File: config.mk
export PLATFORM = sky130hd
export DESIGN_NAME = approx_product_accumulator
export DESIGN_NICKNAME = d
export VERILOG_FILES = /design/src/rtl/approx_product_accumulator.sv
export SDC_FILE = /design/constraint.sdc
export NUM_CORES = 1
export LEC_CHECK = 0
export BUFFER_PORTS_ARGS = -buffer_cell sky130_fd_sc_hd__buf_4
export CAP_MARGIN = 20
export CORE_UTILIZATION = 40
export CTS_BUF_LIST = sky130_fd_sc_hd__clkbuf_16
export DETAILED_ROUTE_END_ITERATION = 8
export GPL_ROUTABILITY_DRIVEN = 0
export GPL_TIMING_DRIVEN = 1
export PLACE_DENSITY = 0.75
export SYNTH_ARGS = -nofsm -noshare
export SYNTH_HDL_FRONTEND = slang
export SYNTH_SLANG_ARGS = --single-unit
File: constraint.sdc
create_clock -name clk -period 2.15 [get_ports clk]
set_clock_uncertainty 0.15 [all_clocks]
set_input_delay 0.215 -clock clk [delete_from_list [all_inputs] [get_ports clk]]
set_output_delay 0.215 -clock clk [all_outputs]
set_load 0.02 [all_outputs]
File: src/rtl/approx_product_accumulator.sv
// Groups 8-bit approximate-multiplier products into sums of up to TERMS items with valid/ready on both sides.
// Define APPROX_ACC_SATURATE_EN to clamp the sum on overflow instead of wrapping it.
module approx_product_accumulator #(
    parameter int TERMS = 4,
    parameter int ACC_W = 16
) (
    input  logic             clk,
    input  logic             rst_n,
    input  logic             prod_valid,
    output logic             prod_ready,
    input  logic [7:0]       prod_data,
    input  logic             prod_last,
    output logic             sum_valid,
    input  logic             sum_ready,
    output logic [ACC_W-1:0] sum_data,
    output logic [7:0]       sum_count,
    output logic             ovf
);

    typedef enum logic [1:0] {
        ST_IDLE = 2'd0,
        ST_ACC  = 2'd1,
        ST_HOLD = 2'd2
    } state_t;

    localparam logic [7:0]       TERMS_C = 8'(TERMS);
    localparam logic [ACC_W-1:0] ACC_MAX = {ACC_W{1'b1}};

    logic [1:0]       r_rst_sync;
    state_t           r_state;
    logic [ACC_W-1:0] r_acc;
    logic [7:0]       r_cnt;
    logic             r_ovf;
    logic             r_sum_valid;
    logic             r_prod_ready;

    logic             w_prod_hs;
    logic [7:0]       w_cnt_inc;
    logic [ACC_W:0]   w_add;
    logic [ACC_W-1:0] w_acc_next;
    logic [ACC_W-1:0] w_prod_ext;

    assign w_prod_hs  = prod_valid & r_prod_ready;
    assign w_cnt_inc  = r_cnt + 8'd1;
    assign w_prod_ext = {{(ACC_W-8){1'b0}}, prod_data};
    // One extra bit on the left captures the carry-out of the accumulator MSB.
    assign w_add      = {1'b0, r_acc} + {1'b0, w_prod_ext};

`ifdef APPROX_ACC_SATURATE_EN
    assign w_acc_next = (w_add[ACC_W] || r_ovf) ? ACC_MAX : w_add[ACC_W-1:0];
`else
    assign w_acc_next = w_add[ACC_W-1:0];
`endif

    // Reset release synchronizer; assertion stays asynchronous.
    always_ff @(posedge clk or negedge rst_n) begin
        if (!rst_n) begin
            r_rst_sync <= 2'b00;
        end else begin
            r_rst_sync <= {r_rst_sync[0], 1'b1};
        end
    end

    // Group accumulation FSM with registered handshake outputs.
    always_ff @(posedge clk or negedge rst_n) begin
        if (!rst_n) begin
            r_state      <= ST_IDLE;
            r_acc        <= {ACC_W{1'b0}};
            r_cnt        <= 8'd0;
            r_ovf        <= 1'b0;
            r_sum_valid  <= 1'b0;
            r_prod_ready <= 1'b0;
        end else begin
            case (r_state)
                ST_IDLE: begin
                    // Ready only opens once the released reset has crossed the synchronizer.
                    r_prod_ready <= r_rst_sync[1];
                    if (w_prod_hs) begin
                        r_acc <= w_prod_ext;
                        r_cnt <= 8'd1;
                        r_ovf <= 1'b0;
                        if (prod_last || (TERMS_C == 8'd1)) begin
                            r_state      <= ST_HOLD;
                            r_sum_valid  <= 1'b1;
                            r_prod_ready <= 1'b0;
                        end else begin
                            r_state <= ST_ACC;
                        end
                    end
                end
                ST_ACC: begin
                    if (w_prod_hs) begin
                        r_acc <= w_acc_next;
                        r_cnt <= w_cnt_inc;
                        r_ovf <= r_ovf | w_add[ACC_W];
                        if (prod_last || (w_cnt_inc == TERMS_C)) begin
                            r_state      <= ST_HOLD;
                            r_sum_valid  <= 1'b1;
                            r_prod_ready <= 1'b0;
                        end
                    end
                end
                ST_HOLD: begin
                    if (sum_ready) begin
                        r_state      <= ST_IDLE;
                        r_sum_valid  <= 1'b0;
                        r_prod_ready <= 1'b1;
                    end
                end
                default: begin
                    r_state      <= ST_IDLE;
                    r_sum_valid  <= 1'b0;
                    r_prod_ready <= 1'b0;
                end
            endcase
        end
    end

    assign prod_ready = r_prod_ready;
    assign sum_valid  = r_sum_valid;
    assign sum_data   = r_acc;
    assign sum_count  = r_cnt;
    assign ovf        = r_ovf;

endmodule

==> results.py <==
metrics = {
    "critical_path": {
        "path_max_fanout": 3,
        "arrival_ns": 2.29,
        "start_kind": "flip-flop",
        "crit_buf_inv": 2,
        "path_class": "reg2reg",
        "rr_worst_depth": 9,
        "worst-path-stages": 9,
        "path_delay_family": "adder cells",
        "worst_ep_required_time_ns": 2.16,
        "crit_slowest_cell": "dfrtp_2",
        "crit_chain": "ha_4 -> inv_2 -> fa_2 -> nor2b_4 -> o2111ai_2 -> buf_4 -> a31oi_4 -> mux2_4 -> a22o_1",
        "end_kind": "flip-flop",
        "max_stage_delay_ns": 0.37,
    },
    "timing": {
        "hold_viol_final": 0,
        "finalSetupViolCount": 6,
        "drv_slew": 0,
        "min_period_ns": 2.28,
        "max_slew.worst_pin.slew_ns": 0.530,
        "post-route-period-util": 1.06,
        "slew_headroom": 0.645,
        "timing.fmax_ghz": 0.438,
        "holdWs_ns": 0.0697,
        "rsz0062_at_grt": "yes",
        "worst_slack_ns": -0.134,
    },
    "synthesis": {
        "synth.distinct_cells": 53,
        "ys_warn_count": 0,
        "netlist_top_cells_area": "dfrtp_1 38%, o21ai_0 6.4%, ha_1 6.2%",
        "yosysTopAreaCellShare": 0.384,
        "synth.yosys.seq_area_share": 0.384,
        "syn_inst": 227,
        "netlist_top_cells_count": "31 x dfrtp_1, 28 x nand2_1, 26 x o21ai_0",
        "synthesis.nets": 251,
        "async_flop_share": 1.00,
        "yosys.area.top_type": "dfrtp_1",
        "synth_seq_cells": 31,
        "synthFlopType": "dfrtp_1",
        "synth_edf_count": 0,
        "synth.avg_cell_area_um2": 8.91,
        "synth.most_common_cell": "dfrtp_1",
        "synth_area_um2": 2020,
    },
    "cts": {
        "path_clk_slew_ns": 0.05,
        "clk-insertion-delay-late_ns": 0.28,
        "clockBufferDepth": 2,
        "cts-root-buf": "clkbuf_16",
        "cts_buffers": 5,
        "cts_max_level": 2,
        "cts_tree": "yes",
        "clock_sinks": 31,
    },
    "floorplan": {
        "start_util": 0.422,
        "pin_count": 40,
        "core_area_um2": 4790,
        "fp.dieW_um": 73.1,
        "die_height_um": 73.1,
        "die-area_um2": 5340,
        "row_count": 25,
    },
    "finish": {
        "fin_area_um2": 2770,
        "regArea_um2": 777,
        "diodes": 0,
        "num-fill-cells": 425,
        "area_delta_synth_final_pct": 37.0,
        "utilization": 0.579,
        "multi_input_area_um2": 1280,
        "nNetsFinal": 310,
        "drive_gt1_frac": 0.317,
    },
    "global_route": {
        "grt_max_degree": 32,
        "overflow": 0,
        "grt.total_usage": 0.209,
        "grt_pass1_wl_um": 8630,
        "antenna_found_initial": 0,
        "grt_pass1_vias": 1907,
    },
    "routing": {
        "drcViolationCount": 0,
        "drt_iter0_markers": 109,
        "drtAntennaViolNets": 0,
        "totalWireLength_um": 5180,
        "vias": 1926,
        "viasPerCell": 5.44,
        "first_pass_iters": 4,
        "routedWlPerCell_um": 14.6,
    },
    "power_and_ir_drop": {
        "leakage_uw": 0.00124,
        "irDropWorstVdd_v": 0.000777,
        "power.density_nw_per_um2": 1200,
    },
    "job": {
        "max_cap_viol_count": 0,
    },
    "placement": {
        "io_buffer_count": 39,
        "dpl_worst_slack_ns": -0.128,
        "dpl_cell_area_um2": 2500,
        "hpwl_um": 3610,
    },
    "status": {
        "status": "complete, but fails checks",
        "violations": "setup timing",
    },
    "hold_path": {
        "worstHoldPathType": "in2reg",
        "min_path_cells": 4,
    },
}
==> worst register-to-register path, cell delays in order, from the launching register on <==
cell and delay, ns:
dfrtp_2 0.37, ha_4 0.13, inv_2 0.04, fa_2 0.37, nor2b_4 0.15, o2111ai_2 0.13, buf_4 0.18, a31oi_4 0.13
mux2_4 0.31, a22o_1 0.18
==> where the power goes <==
part | switching (uW) | internal (uW)
combinational | 924 | 836
clock | 242 | 417
sequential | 173 | 731
==> layout by cell type (no fill, tap or decap), types with 4 or more instances in the layout <==
cell type  count
buf_4         59
dfrtp_1       30
nand2_1       28
o21ai_0       24
nor2_1        13
a21oi_1       11
inv_1          9
and3_1         9
nand3_1        9
nand2b_1       6
ha_1           5
ha_4           5
clkbuf_16      5
xnor2_1        4
o21a_1         4
or3_1          4
==> what timing repair did <==
item	CTS	global route
endpoints found under the hold margin	31	0
hold buffers	1	0
setup buffers	0	2
pin swaps	5	6
resized for setup	6	10
setup endpoints to repair	6	11
==> flip-flops by register name (all words and copies together) (netlist names) <==
register / flops
ovf: 1
prod_ready: 1
r_rst_sync: 2
r_state: 2
sum_count: 8
sum_data: 16
sum_valid: 1
==> area by class of cell <==
class                   count  area share
multi-input cells         179       0.464
flip-flops and latches     31       0.280
repair buffers             60       0.164
clock buffers               5      0.0452
well taps                  67      0.0303
inverters                   9      0.0122
clock inverters             3     0.00452
==> metrics by stage <==
| stage | instances | total power, uW | TNS, ns |
|---|---|---|---|
| global placement | 343 | 2420 | -0.276 |
| finish | 354 | 3320 | -0.533 |
| floorplan | 227 | 1880 | -0.470 |
| CTS | 352 | 3190 | -0.355 |
| detailed placement | 343 | 2480 | -0.557 |
| global route | 354 | 3560 | -0.960 |
==> cells by family (layout without fill, tap and decap cells) <==
logic type	after synthesis	in the layout	synth area share
AND/OR/NAND/NOR	86	86	0.223
AO/OA/AOI/OAI	71	71	0.233
flip-flops	31	31	0.384
buffers and inverters	17	77	0.0396
adder cells (fa/ha/maj)	11	11	0.0718
XOR/XNOR	6	6	0.0260
multiplexers	4	4	0.0204
other	1	1	0.00185
==> routing by layer <==
metal  GRT usage  wire length, um
met5           0                0
met4      0.0697               63
met3      0.0470              187
met2       0.351             2550
met1       0.265             2380
==> final timing paths <==
path / slack [ns] / start / endpoint
min in group asynchronous: 0.27 / rst_n / r_state[0]
setup / recovery: -0.13 / sum_data[0] / sum_data[8]
setup reg to reg: -0.13 / sum_data[0] / sum_data[8]
hold / removal: 0.07 / sum_ready / r_state[1]
hold reg to reg: 0.21 / r_rst_sync[0] / r_rst_sync[1]
max in group asynchronous: 1.27 / rst_n / sum_data[0]
No activity file was read; power rests on OpenSTA's default activity.
